===== config.mk =====
export PLATFORM = sky130hd
export DESIGN_NAME = fir_out_stage
export DESIGN_NICKNAME = d
export VERILOG_FILES = /design/src/rtl/fir_out_stage.sv
export SDC_FILE = /design/constraint.sdc
export NUM_CORES = 1
export LEC_CHECK = 0
export BUFFER_PORTS_ARGS = -buffer_cell sky130_fd_sc_hd__buf_2
export CELL_PAD_IN_SITES_DETAIL_PLACEMENT = 0
export CELL_PAD_IN_SITES_GLOBAL_PLACEMENT = 2
export CORE_MARGIN = 5
export CORE_UTILIZATION = 26
export DETAILED_ROUTE_END_ITERATION = 10
export HOLD_SLACK_MARGIN = 0.02
export PLACE_DENSITY = 0.57
export SLEW_MARGIN = 10
export SYNTH_ARGS = -nofsm -noshare
export SYNTH_HDL_FRONTEND = slang
export SYNTH_SLANG_ARGS = --single-unit

===== constraint.sdc =====
create_clock -name clk -period 5.57 [get_ports clk]
set_clock_uncertainty 0.05 [all_clocks]
set_input_delay 0.2785 -clock clk [delete_from_list [all_inputs] [get_ports clk]]
set_output_delay 0.2785 -clock clk [all_outputs]
set_load 0.01 [all_outputs]

===== src/rtl/fir_out_stage.sv =====
// FIR output stage: buffers filter results in a FIFO and emits them as 8-bit valid/ready beats.
// Define FIR_OUT_ROUND_EN to round half up (instead of truncating) in scaled mode.
module fir_out_stage #(
  parameter int unsigned Y_N_SIZE   = 11,
  parameter int unsigned SHIFT      = 2,
  parameter int unsigned FIFO_DEPTH = 4
) (
  input  logic                       clk,
  input  logic                       reset,
  input  logic signed [Y_N_SIZE-1:0] y_in,
  input  logic                       y_valid,
  input  logic                       mode,
  input  logic                       o_ready,
  output logic [7:0]                 o_data,
  output logic                       o_valid,
  output logic                       o_last,
  output logic                       fifo_full,
  output logic                       overflow,
  output logic                       sat_flag
);

  localparam int unsigned PtrW = $clog2(FIFO_DEPTH);
  localparam logic [PtrW:0] FullCnt = (PtrW+1)'(FIFO_DEPTH);
  localparam logic signed [Y_N_SIZE:0] SatMax = (Y_N_SIZE+1)'(127);
  localparam logic signed [Y_N_SIZE:0] SatMin = (Y_N_SIZE+1)'(-128);

  typedef enum logic [1:0] {StIdle, StSend, StSendHi} state_e;

  state_e                     r_state, w_state_d;
  logic signed [Y_N_SIZE-1:0] r_mem [FIFO_DEPTH];
  logic [PtrW-1:0]            r_wr_ptr, r_rd_ptr;
  logic [PtrW:0]              r_count, w_count_d, w_unread;
  logic [7:0]                 r_data, w_data_d, r_hi_byte, w_scaled;
  logic                       r_valid, w_valid_d, r_last, w_last_d, r_mode;
  logic                       r_full, r_overflow, r_sat;
  logic                       w_hs, w_load, w_free, w_push, w_have_next, w_clip;
  logic signed [Y_N_SIZE-1:0] w_head;
  logic signed [Y_N_SIZE:0]   w_ext, w_sum, w_t;

  // The sample being emitted keeps its slot until its final beat is accepted,
  // so the occupancy count includes it.
  assign w_head      = r_mem[r_rd_ptr];
  assign w_unread    = r_count - (PtrW+1)'(r_state != StIdle);
  assign w_have_next = (w_unread != '0);
  assign w_hs        = r_valid & o_ready;
  assign w_push      = y_valid & ((r_count != FullCnt) | w_free);

  assign w_ext = {w_head[Y_N_SIZE-1], w_head};
`ifdef FIR_OUT_ROUND_EN
  localparam logic signed [Y_N_SIZE:0] RoundAdd = (Y_N_SIZE+1)'(1) << (SHIFT - 1);
  assign w_sum = w_ext + RoundAdd;
`else
  assign w_sum = w_ext;
`endif
  assign w_t = w_sum >>> SHIFT;

  always_comb begin
    w_clip   = 1'b0;
    w_scaled = 8'(w_t);
    if (w_t > SatMax) begin
      w_scaled = 8'h7f;
      w_clip   = 1'b1;
    end else if (w_t < SatMin) begin
      w_scaled = 8'h80;
      w_clip   = 1'b1;
    end
  end

  always_comb begin
    w_state_d = r_state;
    w_load    = 1'b0;
    w_free    = 1'b0;
    w_data_d  = r_data;
    w_last_d  = r_last;
    w_valid_d = r_valid;
    unique case (r_state)
      StIdle: begin
        if (w_have_next) begin
          w_load    = 1'b1;
          w_state_d = StSend;
        end
      end
      StSend: begin
        if (w_hs) begin
          if (r_mode) begin
            w_data_d  = r_hi_byte;
            w_last_d  = 1'b1;
            w_state_d = StSendHi;
          end else begin
            w_free = 1'b1;
            if (w_have_next) begin
              w_load = 1'b1;
            end else begin
              w_state_d = StIdle;
              w_valid_d = 1'b0;
            end
          end
        end
      end
      StSendHi: begin
        if (w_hs) begin
          w_free = 1'b1;
          if (w_have_next) begin
            w_load    = 1'b1;
            w_state_d = StSend;
          end else begin
            w_state_d = StIdle;
            w_valid_d = 1'b0;
          end
        end
      end
      default: w_state_d = StIdle;
    endcase
    if (w_load) begin
      w_valid_d = 1'b1;
      w_data_d  = mode ? w_head[7:0] : w_scaled;
      w_last_d  = ~mode;
    end
  end

  always_comb begin
    w_count_d = r_count;
    if (w_push && !w_free) begin
      w_count_d = r_count + (PtrW+1)'(1);
    end else if (!w_push && w_free) begin
      w_count_d = r_count - (PtrW+1)'(1);
    end
  end

  always_ff @(posedge clk) begin
    if (!reset && w_push) begin
      r_mem[r_wr_ptr] <= y_in;
    end
  end

  always_ff @(posedge clk) begin
    if (reset) begin
      r_state    <= StIdle;
      r_wr_ptr   <= '0;
      r_rd_ptr   <= '0;
      r_count    <= '0;
      r_data     <= '0;
      r_valid    <= 1'b0;
      r_last     <= 1'b0;
      r_mode     <= 1'b0;
      r_hi_byte  <= '0;
      r_full     <= 1'b0;
      r_overflow <= 1'b0;
      r_sat      <= 1'b0;
    end else begin
      r_state    <= w_state_d;
      r_count    <= w_count_d;
      r_full     <= (w_count_d == FullCnt);
      r_data     <= w_data_d;
      r_valid    <= w_valid_d;
      r_last     <= w_last_d;
      r_overflow <= r_overflow | (y_valid & ~w_push);
      if (w_push) begin
        r_wr_ptr <= r_wr_ptr + PtrW'(1);
      end
      if (w_load) begin
        r_rd_ptr  <= r_rd_ptr + PtrW'(1);
        r_mode    <= mode;
        r_hi_byte <= 8'(w_head >>> 8);
        r_sat     <= r_sat | (w_clip & ~mode);
      end
    end
  end

  assign o_data    = r_data;
  assign o_valid   = r_valid;
  assign o_last    = r_last;
  assign fifo_full = r_full;
  assign overflow  = r_overflow;
  assign sat_flag  = r_sat;

endmodule


### Word level (Yosys, flattened, before mapping)

Memories as Yosys holds them, arrays and structs flattened. A register that Yosys moved wholly into a read port is not among the register bits.
Cells that the tools add are included.

* memories: 1
* output and inout bits: 13
* word-level logic and storage cells: 97
* bits in writable memories: 44
* input port bits: 16
* bits in registers: 26

Memories
* r_mem: depth 4, width 11, read ports 1, clocked after memory_dff 1, wr ports 1, RTL line 30 `logic signed [Y_N_SIZE-1:0] r_mem [FIFO_DEPTH];`

* $lt $le $gt $ge: 2
* bitwise gates (word level): 9
* reductions and logical operators: 16
* add/sub/neg operators: 5
* muxes and demuxes: 41
* equal/unequal tests: 11

Operators with widths (number)
* two-way mux 8 bit: 7
* two-way mux 1 bit: 21
* inequality test 3 bit (second input constant): 5
* two-way mux 2 bit: 7
* > comparator 9 x 8 -> 1 bit (second input constant): 1
* less-than comparator 9 x 8 -> 1 bit (second input constant): 1
* AND reduction 4 bit: 2
* nonzero test 2 bit: 4
* two-way mux 3 bit: 2
* inequality test 2 bit (second input constant): 3
* one-hot mux 2 bit (3 select lines): 1
* nonzero test 3 bit: 2
* adder 2 x 1 -> 2 bit (second input constant): 2
* AND 1 bit: 4
* one-hot mux 1 bit (2 select lines): 2
* adder 3 x 1 -> 3 bit (second input constant): 1
* equality test 3 bit (second input constant): 1
* logical AND 1 bit: 3
* logical NOT 1 bit: 3
* bitwise OR 1 bit: 3
* one-hot mux 1 bit (3 select lines): 1
* AND reduction 3 bit: 1
* subtractor 3 x 1 -> 3 bit: 1
* subtractor 3 x 1 -> 3 bit (second input constant): 1
* other kinds (4): 5

### Logic depth before layout (Yosys ltp)

Gate-level depths: netlist of the first run.

* depth in word-level cells: 10
* gate-level depth with buffers: 11
* gate-level depth less buffers: 9

### Worst setup path after synthesis of the first run

Ideal clock, no wire load.

* path type: reg2reg
* start: register r_state[1]
* end: memory r_mem[0][0], enable pin
* slack: 3250 ps
* period minus slack after synthesis: 2320 ps
* setup time: 349 ps
* buffers on the path: 1
* cell stages (with the launch flop): 9
* required time: 5171 ps
* arrival time: 1921 ps
* path through: dfxtp_1 > inv_1 > ha_1 > nand3_1 > a21o_1 > buf_2 > a21boi_1 > nor2b_1 > and2_1

* longest elaborated chain between the ends: 7
* elaborated cells on any way between the ends: 8
* those cells by class: eq/ne (2); mux (3); bitwise (2); reduce/logical (1)

RTL lines
* start, declared: RTL line 29 `state_e r_state, w_state_d;`
* start signal, assigned: RTL line 138 `r_state <= StIdle;`
* start signal, assigned: RTL line 151 `r_state <= w_state_d;`
* equality test 2 bit or equality test 2 x 1 -> 1 bit (tied branches): RTL line 76 `unique case (r_state)`
* one-hot mux 1 bit (2 select lines) *: RTL line 76
* bitwise OR 1 bit *: RTL line 46 `assign w_push = y_valid & ((r_count != FullCnt) | w_free);`
* AND 1 bit *: RTL line 46
* logical AND 1 bit *: RTL line 131 `if (!reset && w_push) begin`
* two-way mux 1 bit *: RTL line 131
* two-way mux 1 bit (not written as such) *: RTL line 132 `r_mem[r_wr_ptr] <= y_in;`
* end, declared: RTL line 30

Mark *: on every way between the ends. The rest lies on a longest branch, timed or not.

### Final worst setup path of the first run

* start: register r_state[0]
* end: memory r_mem[3][1], enable pin

Same word-level chain as after synthesis.

==> results.txt, run 1 <==
----------------------------------------------------
[Clock tree]
  Cts repair resizes ... 0
  Cts-stage hold buffer count ... 0
  Deepest level of the CTS H-tree ... 3
  Clock Root Buffer ... sky130_fd_sc_hd__clkbuf_16
  Post-CTS Setup Inserts ... 0
  TritonCTS Buffers ... 9
  Clk Latency, worst-skew pair ... 0.33 ns
  Clock-pin slew of the registers on the worst-case setup and hold paths ... 0.06 ns
  Maximum root-to-sink buffer count ... 2
  TritonCTS sink count ... 72
  TritonCTS clock tree ... yes

[Drt]
  Length of the first detailed-routing pass in iterations ... 5
  Number of vias per cell ... 4.65
  Wire length per cell after detailed routing ... about 15 µm
  Antenna Violating Nets Remaining ... 0
  Final wirelength ... 6430 µm
  Vias post-DR ... 1,965
  DRC violations left ... 0
  Violation count after the first detailed-routing iteration ... 108

[Synthesis]
  Flip-flop cell with the highest count after synthesis ... sky130_fd_sc_hd__edfxtp_1
  Register bit count reported by yosys ... 72
  Average cell area after synthesis ... 13.1 µm²
  Number of library cell types mapped by synthesis ... 43
  Sequential element share of the synthesized area ... 0.592
  Number of warnings issued by yosys ... 0
  Count of flip-flops with a built-in enable after synthesis ... 44
  Instance count of the mapped netlist ... roughly 240
  Nets in the synthesized netlist ... 270
  Share of synthesized flip-flops with an asynchronous set or reset ... 0
  Cell Area, Synth ... 0.00318 mm²

[Placed design]
  Post-DP HPWL ... 4610 µm
  Area of placed instances ... 0.00345 mm²
  Placer congestion estimate ... 0.709
  Port Buffer Count ... 28
  Number of placed instances with taps included ... 407

[Global route]
  Global router's overall resource usage ... 0.0944
  Vias in the first global route ... around 2,000
  Antenna violations before repair ... 0
  Largest net degree at the start of global routing ... 29
  Total grt overflow ... 0
  First-pass GRT wire length ... ~11,000 µm

[Critical path]
  Data arrival time of the critical path ... 2.55 ns
  Critical-path maximum fanout ... 11
  WP data required ... 5.49 ns
  Startpoint kind of the worst setup timing path ... register
  Largest delay contributor family on the critical path ... simple AND/OR/NAND/NOR gates
  Reg-to-reg startpoint ... r_state[0]
  Number of cells on the worst reg-to-reg path ... 7
  Type of the setup path with the least slack ... reg -> reg
  Reg2reg setup slack ... between 2 and 3 ns
  CP max stage delay ... about 0.5 ns
  Endpoint kind of the worst setup timing path ... register
  Buffers plus inverters on the worst setup path ... 1
  CP Cell Sequence ... inv_1, ha_1, nand3_1, a21o_1, a21boi_1, nor2b_1, and2_1
  R2r endpoint ... r_mem[3][1]
  Critical Path Slowest Stage Cell ... sky130_fd_sc_hd__and2_1

[Flow run]
  Number of max-capacitance violations reported ... 0

[Layout]
  Post-route core utilization ... 0.313
  Fraction of final layout cells with drive strength greater than 1 ... 0.181
  Count of antenna diodes in the layout ... 0
  Fill cell count ... 1,224
  Final-stage net count ... 299
  Count of non-filler cells in the finished layout ... 423
  Area added between synthesis and finish ... 18.3%
  Final Instance Area ... 0.00376 mm²

[Timing]
  Share of the clock period used by the worst path after layout ... 0.473
  Setup repair after global routing missed its margin ... no
  Final total negative setup slack ... 0 ns
  Hold Worst Slack ... between 0.1 and 0.15 ns
  Number of endpoints failing setup at the final stage ... 0
  Final Max Slew Viols ... 0
  Highest achievable clock rate ... 379 MHz
  Min Clock Period, post-route ... 2.64 ns
  Worst slew margin ... 0.585
  Worst-margin pin slew ... 0.622 ns
  Hold Vio Cnt, Final ... 0

[Power]
  Maximum vdd ir drop ... 0.182 mV
  Leakage power summed over all cells ... 1.39 nW
  Pwr dens ... 472 mW/mm²

[Floorplan]
  Starting density of the core ... 0.265
  Core Region ... between 0.01 and 0.015 mm²
  Y dimension of the die ... 121 µm
  Die ar. ... 0.0145 mm²
  Top Ports ... 29
  Horizontal die dimension ... 121 µm
  Total number of placement rows ... 40

[Min path]
  Startpoint of the most critical hold path ... y_in[0]
  Endpoint of the worst hold path ... r_mem[0][0]
  Number of instances on the worst hold path ... 1
  Worst min-delay path class ... in -> reg

[Status]
  Result of the run ... finished, final reports clean

----------------------------------------------------
[per-stage QoR]
step / total power, W / worst slack (ns)
2_1_floorplan: 0.00108 / 3.25
3_3_place_gp: 0.00121 / 2.93
3_5_place_dp: 0.00120 / 2.90
4_1_cts: 0.00180 / 2.88
5_1_grt: 0.00190 / 2.72
6_report: 0.00177 / 2.93
[power by group]
| part | switching, W | internal [W] | leakage [nW] |
|---|---|---|---|
| sequential | 0.0000629 | 0.000642 | 0.631 |
| clock | 0.000237 | 0.000354 | 0.145 |
| combinational | 0.000257 | 0.000221 | 0.610 |
[cell usage in the layout (no fill, tap or decap), types with 2 or more instances in the layout]
master	count
sky130_fd_sc_hd__edfxtp_1	44
sky130_fd_sc_hd__dfxtp_1	28
sky130_fd_sc_hd__buf_2	28
sky130_fd_sc_hd__nand2_1	26
sky130_fd_sc_hd__nor2_1	15
sky130_fd_sc_hd__inv_1	12
sky130_fd_sc_hd__ha_1	12
sky130_fd_sc_hd__a21oi_1	11
sky130_fd_sc_hd__mux4_1	10
sky130_fd_sc_hd__clkbuf_16	9
sky130_fd_sc_hd__a311oi_1	7
sky130_fd_sc_hd__a221oi_1	6
sky130_fd_sc_hd__and2_1	5
sky130_fd_sc_hd__xnor2_1	5
sky130_fd_sc_hd__o21ai_0	5
sky130_fd_sc_hd__or2_0	4
sky130_fd_sc_hd__nand3_1	3
sky130_fd_sc_hd__nor2b_1	3
sky130_fd_sc_hd__nor3b_1	3
sky130_fd_sc_hd__inv_6	3
sky130_fd_sc_hd__nand2b_1	2
sky130_fd_sc_hd__a21o_1	2
sky130_fd_sc_hd__or3_1	2
sky130_fd_sc_hd__mux2i_1	2
sky130_fd_sc_hd__mux2_2	2
sky130_fd_sc_hd__o21bai_1	2
sky130_fd_sc_hd__nor3_1	2
sky130_fd_sc_hd__a31oi_1	2
sky130_fd_sc_hd__nor2b_4	2
sky130_fd_sc_hd__o311a_1	2
sky130_fd_sc_hd__a211oi_1	2
sky130_fd_sc_hd__clkinvlp_4	2
[per-layer routing]
| layer | part of all wire | wire [µm] | track usage |
|---|---|---|---|
| met5 | 0 | 0 | 0 |
| met4 | 0.011 | 70 | 0.0404 |
| met3 | 0.044 | 280 | 0.0313 |
| met2 | 0.45 | 2870 | 0.140 |
| met1 | 0.50 | 3210 | 0.125 |
[sequential cells by signal, indices dropped and copies added (netlist names), named ones only]
register,count
r_count,3
sat_flag,1
o_last,1
r_rd_ptr,2
o_data,8
r_hi_byte,3
overflow,1
r_mem,44
r_state,2
r_mode,1
r_wr_ptr,2
fifo_full,1
o_valid,1
[synthesized netlist by cell type, types with 2 or more instances]
cell type,count,share of area
sky130_fd_sc_hd__a211oi_1,2,0.0047
sky130_fd_sc_hd__a21o_1,2,0.0047
sky130_fd_sc_hd__a21oi_1,11,0.017
sky130_fd_sc_hd__a221oi_1,6,0.017
sky130_fd_sc_hd__a311oi_1,7,0.019
sky130_fd_sc_hd__a31oi_1,2,0.0039
sky130_fd_sc_hd__and2_1,5,0.0098
sky130_fd_sc_hd__buf_2,4,0.0063
sky130_fd_sc_hd__clkbuf_1,4,0.0047
sky130_fd_sc_hd__dfxtp_1,28,0.18
sky130_fd_sc_hd__edfxtp_1,44,0.42
sky130_fd_sc_hd__ha_1,12,0.047
sky130_fd_sc_hd__inv_1,12,0.014
sky130_fd_sc_hd__mux2_2,2,0.0071
sky130_fd_sc_hd__mux2i_1,2,0.0063
sky130_fd_sc_hd__mux4_1,10,0.083
sky130_fd_sc_hd__nand2_1,26,0.031
sky130_fd_sc_hd__nand2b_1,2,0.0039
sky130_fd_sc_hd__nand3_1,3,0.0047
sky130_fd_sc_hd__nor2_1,15,0.018
sky130_fd_sc_hd__nor2b_1,3,0.0059
sky130_fd_sc_hd__nor2b_4,2,0.0087
sky130_fd_sc_hd__nor3_1,2,0.0031
sky130_fd_sc_hd__nor3b_1,3,0.0071
sky130_fd_sc_hd__o21ai_0,5,0.0079
sky130_fd_sc_hd__o21bai_1,2,0.0047
sky130_fd_sc_hd__o311a_1,2,0.0063
sky130_fd_sc_hd__or2_0,4,0.0079
sky130_fd_sc_hd__or3_1,2,0.0039
sky130_fd_sc_hd__xnor2_1,5,0.014
[how the worst max path moves through the flow]
stage / startpoint / endpoint / slack [ns] / depth (start not counted)
2_1_floorplan: r_state[1] / r_mem[0][0] / 3.25 / 8
3_3_place_gp: r_state[1] / r_mem[3][2] / 2.93 / 7
3_5_place_dp: r_state[0] / r_mem[3][2] / 2.90 / 7
4_1_cts: r_state[0] / r_mem[3][1] / 2.88 / 7
5_1_grt: r_state[1] / r_mem[3][9] / 2.72 / 7
6_report: r_state[0] / r_mem[3][1] / 2.93 / 7
[kinds of logic (layout without fill, tap and decap cells)]
logic type | count (synthesis) | after routing | share of synthesized area
muxes | 15 | 15 | 0.103
and+or+nand+nor | 70 | 70 | 0.111
AOI/OAI and AO/OA | 44 | 44 | 0.0980
DFF | 72 | 72 | 0.592
xor gates and xnor gates | 6 | 6 | 0.0165
adders and majority gates | 13 | 13 | 0.0504
buffers and inverters | 22 | 56 | 0.0299
[area by class of cell]
class	instances	area, µm²	share of cell area
clock buffer	9	225	0.0599
inverter	12	45.0	0.0120
clock inverter	7	82.6	0.0219
multi-input combinational	148	1200	0.320
timing repair buffer	28	140	0.0372
tap	147	184	0.0489
sequential	72	1880	0.500
(Power assumes the default switching activity.)
==> inputs of run 2 (changes only) <==
--- a/config.mk
+++ b/config.mk
@@ -12,7 +12,7 @@
 export CORE_UTILIZATION = 26
 export DETAILED_ROUTE_END_ITERATION = 10
 export HOLD_SLACK_MARGIN = 0.02
-export PLACE_DENSITY = 0.57
+export PLACE_DENSITY = 0.59
 export SLEW_MARGIN = 10
 export SYNTH_ARGS = -nofsm -noshare
 export SYNTH_HDL_FRONTEND = slang
==> constraint.sdc (replaced) <==
create_clock -name clk -period 2.15 [get_ports clk]
set_clock_uncertainty 0.05 [all_clocks]
set_input_delay 0.1075 -clock clk [delete_from_list [all_inputs] [get_ports clk]]
set_output_delay 0.1075 -clock clk [all_outputs]
set_load 0.01 [all_outputs]
==> run 2 against run 1 <==
Die area unchanged. Register-to-register slack worse by 2.8 ns. Worst setup slack got worse by 2.8 ns. Clock power rose to 2.8 times the previous value. Combinational power rose to 3.7 times the previous value. Critical path type unchanged. Largest power group unchanged. Total power rose to 2.9 times the previous value.
==> results.txt, run 2 (synthesis gave the netlist of run 1 again) <==
----------------------------------------------------
[Drt]
  Number of vias per cell ... 4.62 (-0.46%)
  Length of the first detailed-routing pass in iterations ... 4 (-1)
  Final wirelength ... 7310 µm (+14%)
  Violation count after the first detailed-routing iteration ... 128 (+19%)
  Vias post-DR ... 2,141 (+9.0%)
  Wire length per cell after detailed routing ... 15.8 µm (+3.9%)
  DRC violations left ... 0 (unchanged)
  Antenna Violating Nets Remaining ... 0 (unchanged)

[Floorplan]
  Die ar. ... 0.0145 mm² (unchanged)
  Core Region ... 0.0120 mm² (unchanged)
  Y dimension of the die ... 121 µm (unchanged)
  Top Ports ... 29 (unchanged)
  Starting density of the core ... 0.265 (unchanged)
  Horizontal die dimension ... 121 µm (unchanged)
  Total number of placement rows ... 40 (unchanged)

[Power]
  Internal power ... 0.00360 W (+200%)
  Final Total Pwr ... 0.00520 W (+190%)
  Pwr dens ... 1230 mW/mm² (+160%)
  Relative contribution of the clock network to total power ... 0.315 (-0.018)
  Switching part of the total power ... 0.308 (-0.00608)
  Reported net switching power ... 0.00160 W (+190%)
  Share of total power in sequential cells ... 0.343 (-0.054)
  Leakage power summed over all cells ... 1.62 nW (+17%)
  Part of the total power dissipated in combinational logic ... 0.342 (+0.072)
  Maximum vdd ir drop ... 0.462 mV (+150%)

[Clock tree]
  Clock Root Buffer ... sky130_fd_sc_hd__clkbuf_16
  Clock-pin slew of the registers on the worst-case setup and hold paths ... 0.06 ns (about the same)
  TritonCTS clock tree ... yes
  Clk Latency, worst-skew pair ... 0.33 ns (about the same)
  Maximum root-to-sink buffer count ... 2 (unchanged)
  Deepest level of the CTS H-tree ... 3 (unchanged)
  TritonCTS sink count ... 72 (unchanged)
  TritonCTS Buffers ... 9 (unchanged)

[Layout]
  Register with the highest flop count ... r_mem
  Count of antenna diodes in the layout ... 0 (unchanged)
  Fraction of final layout cells with drive strength greater than 1 ... 0.323 (+0.142)
  Fill cell count ... 1,183 (-3.3%)
  Final-stage net count ... 339 (+13%)
  Area added between synthesis and finish ... 32.7%
  Leading cell types in the layout, fill and taps excluded ... sky130_fd_sc_hd__edfxtp_1, sky130_fd_sc_hd__buf_2, sky130_fd_sc_hd__nand2_1
  Leading cell type in the layout, fill and taps excluded ... sky130_fd_sc_hd__edfxtp_1
  Count of non-filler cells in the finished layout ... 463 (+9.5%)
  Max reg flops ... 44 (unchanged)

[Critical path]
  Type of the setup path with the least slack ... reg -> reg
  Critical Path Slowest Stage Cell ... sky130_fd_sc_hd__dfxtp_2
  Reg2reg setup slack ... 0.11 ns (-2.83 ns)
  CP Cell Sequence ... inv_2, ha_4, inv_2, ha_2, nor2b_4, a21o_1, buf_4, nor2_1, buf_4, o211a_1, a311oi_2
  Data arrival time of the critical path ... 2.23 ns (-0.32 ns)
  Endpoint kind of the worst setup timing path ... register
  WP data required ... 2.34 ns (-3.15 ns)
  CP max stage delay ... 0.32 ns (-0.19 ns)
  Critical-path maximum fanout ... 8 (-3)
  Startpoint kind of the worst setup timing path ... register

[Global route]
  Antenna violations before repair ... 0 (unchanged)
  Global router's overall resource usage ... 0.0971 (+0.00268)
  First-pass GRT wire length ... 10,900 µm (+3.9%)
  Largest net degree at the start of global routing ... 29 (unchanged)
  Total grt overflow ... 0 (unchanged)
  Vias in the first global route ... 2,078 (+3.8%)

[Timing]
  Min Clock Period, post-route ... 2.04 ns (-0.595 ns)
  Worst-margin pin slew ... 0.594 ns (-0.0282 ns)
  Highest achievable clock rate ... 490 MHz (+29%)
  Final Max Slew Viols ... 0 (unchanged)
  Hold Vio Cnt, Final ... 0 (unchanged)
  Share of the clock period used by the worst path after layout ... 0.950 (+0.477)
  Worst slew margin ... 0.604 (+0.0193)
  Number of endpoints failing setup at the final stage ... 0 (unchanged)
  Worst Slack Setup Final ... 0.108 ns (-2.83 ns)

[Placed design]
  Placer congestion estimate ... 0.727 (+2.6%)
  Number of placed instances with taps included ... 429 (+5.4%)
  Setup WS pre-CTS ... -0.0706 ns (-2.97 ns)
  Port Buffer Count ... 28 (unchanged)
  Post-DP HPWL ... 4730 µm (+2.5%)

[Flow run]
  Number of max-capacitance violations reported ... 0 (unchanged)

[Min path]
  Worst min-delay path class ... in -> reg

[Status]
  Result of the run ... finished, final reports clean

----------------------------------------------------
## run 2: cell types whose count changed in the layout (fill, tap and decap cells not counted), sizes merged
cell	delta
and2	+4
buf	+25
bufinv	+1
clkinv	+1
clkinvlp	-2
dlygate4sd3	+11
## run 2: metal layers
layer  track usage  routed length [µm]  up-vias  part of all wire
met4        0.0340                  91        0             0.012
li1              -                   -     1053                 -
met2         0.149                3420       39              0.47
met3        0.0271                 268        8             0.037
met5             0                   0        -                 0
met1         0.131                3530     1041              0.48
## run 2: power groups by stage
| stage | logic [W] | registers (W) | clock network [W] |
|---|---|---|---|
| after global routing | 0.00196 | 0.00181 | 0.00175 |
| after global placement | 0.00154 | 0.00181 | 0 |
| after CTS | 0.00160 | 0.00178 | 0.00169 |
| final | 0.00178 | 0.00178 | 0.00164 |
| after floorplan | 0.000980 | 0.00182 | 0 |
| after detailed placement | 0.00154 | 0.00181 | 0 |
## run 2: per-stage QoR
| step | utilization | area [µm²] | hold WS [ns] | setup TNS, ns |
|---|---|---|---|---|
| 6_report | 0.351 | 4220 | 0.0558 | 0 |
| 5_1_grt | 0.351 | 4220 | 0.0937 | -0.00688 |
| 4_1_cts | 0.341 | 4100 | 0.0454 | 0 |
| 3_5_place_dp | 0.304 | 3650 | 0.284 | -0.230 |
| 3_3_place_gp | 0.304 | 3650 | 0.271 | 0 |
| 2_1_floorplan | - | 3200 | 0.156 | 0 |
## run 2: area by class of cell
cell class | instances | area [µm²] | share of cell area
clock buffer | 9 | 225 | 0.0533
timing repair buffer | 64 | 454 | 0.108
multi-input combinational | 152 | 1330 | 0.315
tap | 147 | 184 | 0.0436
clock inverter | 7 | 98.8 | 0.0234
inverter | 12 | 45.0 | 0.0107
sequential | 72 | 1890 | 0.447
## run 2: critical path, delay by kind of cell (launching register included)
family          cells  cell delay, ns
compound gates      3            0.53
fa+ha+maj           2            0.45
buf+inv             4            0.41
flops               1            0.32
simple gates        2            0.20
## run 2: what timing repair did
item                                    CTS  global route
endpoints found under the setup margin    8            60
endpoints found under the hold margin    44             0
hold buffers                             11             0
gates resized for setup                   4            26
pin swaps                                 0            10
gates cloned                              0             4
setup buffers                             0             3
## run 2: worst paths after layout
kind	startpoint	depth (start not counted)	end
worst max register to register	r_state[1]	11	o_data[7]
worst min-delay path	y_valid	2	r_count[2]
worst max-delay path	r_state[1]	11	o_data[7]
worst min register to register	r_hi_byte[2]	2	r_hi_byte[2]
==> inputs of run 3 (changes only) <==
--- a/config.mk
+++ b/config.mk
@@ -6,7 +6,7 @@
 export NUM_CORES = 1
 export LEC_CHECK = 0
 export BUFFER_PORTS_ARGS = -buffer_cell sky130_fd_sc_hd__buf_2
-export CELL_PAD_IN_SITES_DETAIL_PLACEMENT = 0
+export CELL_PAD_IN_SITES_DETAIL_PLACEMENT = 1
 export CELL_PAD_IN_SITES_GLOBAL_PLACEMENT = 2
 export CORE_MARGIN = 5
 export CORE_UTILIZATION = 26
==> run 3 against run 2 <==
Hold slack got worse by 0.018 ns. Sequential share of layout area up 0.39 points. Core utilization is 0.30 points lower. Global-route usage is 0.99 points higher. Cell count decreased by 0.22%. First-iteration DRC count is 23% lower. Clock power fell by 6%. Wire length is 8.3% higher. Non-clock buffer count decreased by 1. Via count is 0.19% lower. Combinational power fell by 2%. Fmax shrank 1.6%. Critical endpoint is now r_mem[0][6]. Largest cell class unchanged. Highest routed layer unchanged.
==> results.txt, run 3 (synthesis gave the netlist of run 1 again) <==
----------------------------------------------------
[Placed design]
  Area of placed instances ... 0.00365 mm² (unchanged)
  Post-DP HPWL ... 5200 µm (+10%)
  Number of placed instances with taps included ... 429 (unchanged)
  Placer congestion estimate ... 0.727 (unchanged)
  Port Buffer Count ... 28 (unchanged)

[Drt]
  Length of the first detailed-routing pass in iterations ... 4 (unchanged)
  Violation count after the first detailed-routing iteration ... 99 (-23%)
  Number of vias per cell ... 4.63 (about the same)
  Antenna Violating Nets Remaining ... 0 (unchanged)
  DRC violations left ... 0 (unchanged)
  Vias post-DR ... 2,137 (-0.19%)
  Final wirelength ... 7920 µm (+8.3%)
  Wire length per cell after detailed routing ... 17.1 µm (+8.5%)

[Layout]
  Count of non-filler cells in the finished layout ... 462 (-0.22%)
  Max reg flops ... 44 (unchanged)
  Register with the highest flop count ... r_mem
  Area of combinational cells with multiple inputs ... 0.00132 mm² (-0.38%)
  Count of antenna diodes in the layout ... 0 (unchanged)
  Fill cell count ... 1,309 (+11%)
  Sequential standard cell area ... 0.00189 mm² (unchanged)
  Leading cell type in the layout, fill and taps excluded ... sky130_fd_sc_hd__edfxtp_1
  Final-stage net count ... 338 (-0.29%)
  Fraction of final layout cells with drive strength greater than 1 ... 0.321 (-0.00215)
  Final Instance Area ... 0.00419 mm² (-0.86%)
  Leading cell types in the layout, fill and taps excluded ... sky130_fd_sc_hd__edfxtp_1, sky130_fd_sc_hd__buf_2, sky130_fd_sc_hd__nand2_1
  Area added between synthesis and finish ... 31.6%

[Timing]
  Worst-margin pin slew ... 0.583 ns (-0.0108 ns)
  Hold Vio Cnt, Final ... 0 (unchanged)
  Highest achievable clock rate ... 482 MHz (-1.6%)
  Hold Worst Slack ... 0.0383 ns (-0.0175 ns)
  Final total negative setup slack ... 0 ns (unchanged)
  Share of the clock period used by the worst path after layout ... 0.965 (+0.0150)
  Min Clock Period, post-route ... 2.07 ns (+0.0323 ns)
  Final Max Slew Viols ... 0 (unchanged)
  Number of endpoints failing setup at the final stage ... 0 (unchanged)
  Worst slew margin ... 0.611 (+0.00722)

[Critical path]
  R2r endpoint ... r_mem[0][6]
  Largest delay contributor family on the critical path ... simple AND/OR/NAND/NOR gates
  Reg2reg setup slack ... 0.08 ns (-0.03 ns)
  Data arrival time of the critical path ... 2.07 ns (-0.16 ns)
  Critical-path maximum fanout ... 8 (unchanged)
  Type of the setup path with the least slack ... reg -> reg
  CP max stage delay ... 0.34 ns (+0.02 ns)
  Endpoint kind of the worst setup timing path ... register
  Number of cells on the worst reg-to-reg path ... 7 (-4)
  Buffers plus inverters on the worst setup path ... 1 (-3)
  Reg-to-reg startpoint ... r_state[1]
  Startpoint kind of the worst setup timing path ... register
  CP Cell Sequence ... inv_2, ha_2, nand3_2, a21o_4, a21boi_2, nor2b_4, and2_4
  WP data required ... 2.15 ns (-0.19 ns)
  Critical Path Slowest Stage Cell ... sky130_fd_sc_hd__dfxtp_2

[Clock tree]
  Maximum root-to-sink buffer count ... 2 (unchanged)
  TritonCTS sink count ... 72 (unchanged)
  Clk Latency, worst-skew pair ... 0.34 ns (about the same)
  TritonCTS clock tree ... yes
  TritonCTS Buffers ... 9 (unchanged)
  Clock Root Buffer ... sky130_fd_sc_hd__clkbuf_16
  Clock-pin slew of the registers on the worst-case setup and hold paths ... 0.06 ns (about the same)
  Deepest level of the CTS H-tree ... 3 (unchanged)

[Global route]
  Antenna violations before repair ... 0 (unchanged)
  Global router's overall resource usage ... 0.107 (+0.00987)
  First-pass GRT wire length ... 11,700 µm (+7.5%)
  Global-route met3 utilization ... 0.0398 (+0.0126)
  Total grt overflow ... 0 (unchanged)
  Layer carrying the most global-route usage ... met2
  Vias in the first global route ... 2,222 (+6.9%)
  Met2 capacity usage during global routing ... 0.168 (+0.0189)
  Largest net degree at the start of global routing ... 29 (unchanged)
  Met1 usage ... 0.134 (+0.00281)

[Floorplan]
  Starting density of the core ... 0.265 (unchanged)
  Top Ports ... 29 (unchanged)
  Total number of placement rows ... 40 (unchanged)
  Die ar. ... 0.0145 mm² (unchanged)
  Core Region ... 0.0120 mm² (unchanged)
  Horizontal die dimension ... 121 µm (unchanged)
  Y dimension of the die ... 121 µm (unchanged)

[Min path]
  Startpoint of the most critical hold path ... y_valid
  Endpoint of the worst hold path ... r_count[2]
  Worst min-delay path class ... in -> reg
  Number of instances on the worst hold path ... 2 (unchanged)

[Flow run]
  Number of max-capacitance violations reported ... 0 (unchanged)

[Power]
  Maximum vdd ir drop ... 0.327 mV (-29%)
  Leakage power summed over all cells ... 1.60 nW (-1.3%)
  Pwr dens ... 1210 mW/mm² (-1.7%)
  Final Total Pwr ... 0.00506 W (-2.6%)

[Status]
  Result of the run ... finished, final reports clean

----------------------------------------------------
==> run 3: final cells by class <==
cell class | count | area share
clock buffers | 9 | 0.0538
clock inverters | 7 | 0.0185
inverters | 12 | 0.0108
multi-input cells | 152 | 0.316
flip-flops and latches | 72 | 0.451
well taps | 147 | 0.0439
repair buffers | 63 | 0.106
==> run 3: worst reg2reg max path, delay by kind of cell, from the launching register on <==
kind / cells / cell delay (ns)
adders and majority gates: 1 / 0.33
and+or+nand+nor: 3 / 0.65
DFF: 1 / 0.34
buffers and inverters: 1 / 0.04
AOI/OAI and AO/OA: 2 / 0.37
==> run 3: how the worst max path moves through the flow <==
stage                   to  slack (ns)  depth (start not counted)       start
2_1_floorplan    o_data[3]        0.03                         10  r_state[0]
3_3_place_gp    r_state[1]        0.02                          9  r_state[0]
3_5_place_dp     o_data[2]       -0.06                          9  r_state[0]
4_1_cts        r_mem[1][6]      0.0006                          7  r_state[1]
5_1_grt         r_state[0]       -0.02                          9  r_state[0]
6_report       r_mem[0][6]        0.08                          7  r_state[1]
==> run 3: where the power goes <==
part           internal, W  switching, W  total, W
Combinational     0.000866      0.000877   0.00174
Sequential         0.00167      0.000118   0.00178
Clock             0.000910      0.000627   0.00154
Total              0.00344       0.00162   0.00506
==> run 3: layer usage <==
layer	wire (µm)	vias up
li1	-	1051
met1	3700	1045
met2	3790	32
met3	319	9
met4	103	0
met5	0	-
==> run 3: metrics by stage <==
stage	setup WS (ns)	utilization
CTS	0.000555	0.339
global route	-0.0177	0.348
global placement	0.0168	0.304
detailed placement	-0.0631	0.304
finish	0.0752	0.348
floorplan	0.0306	-
==> run 3: timing repair <==
item                                   CTS  global route
setup endpoints to repair                9            61
pin swaps                                0            10
hold buffers                            11             0
gates cloned                             0             5
endpoints found under the hold margin   44             0
resized for setup                        6            22
buffers inserted                         0             1
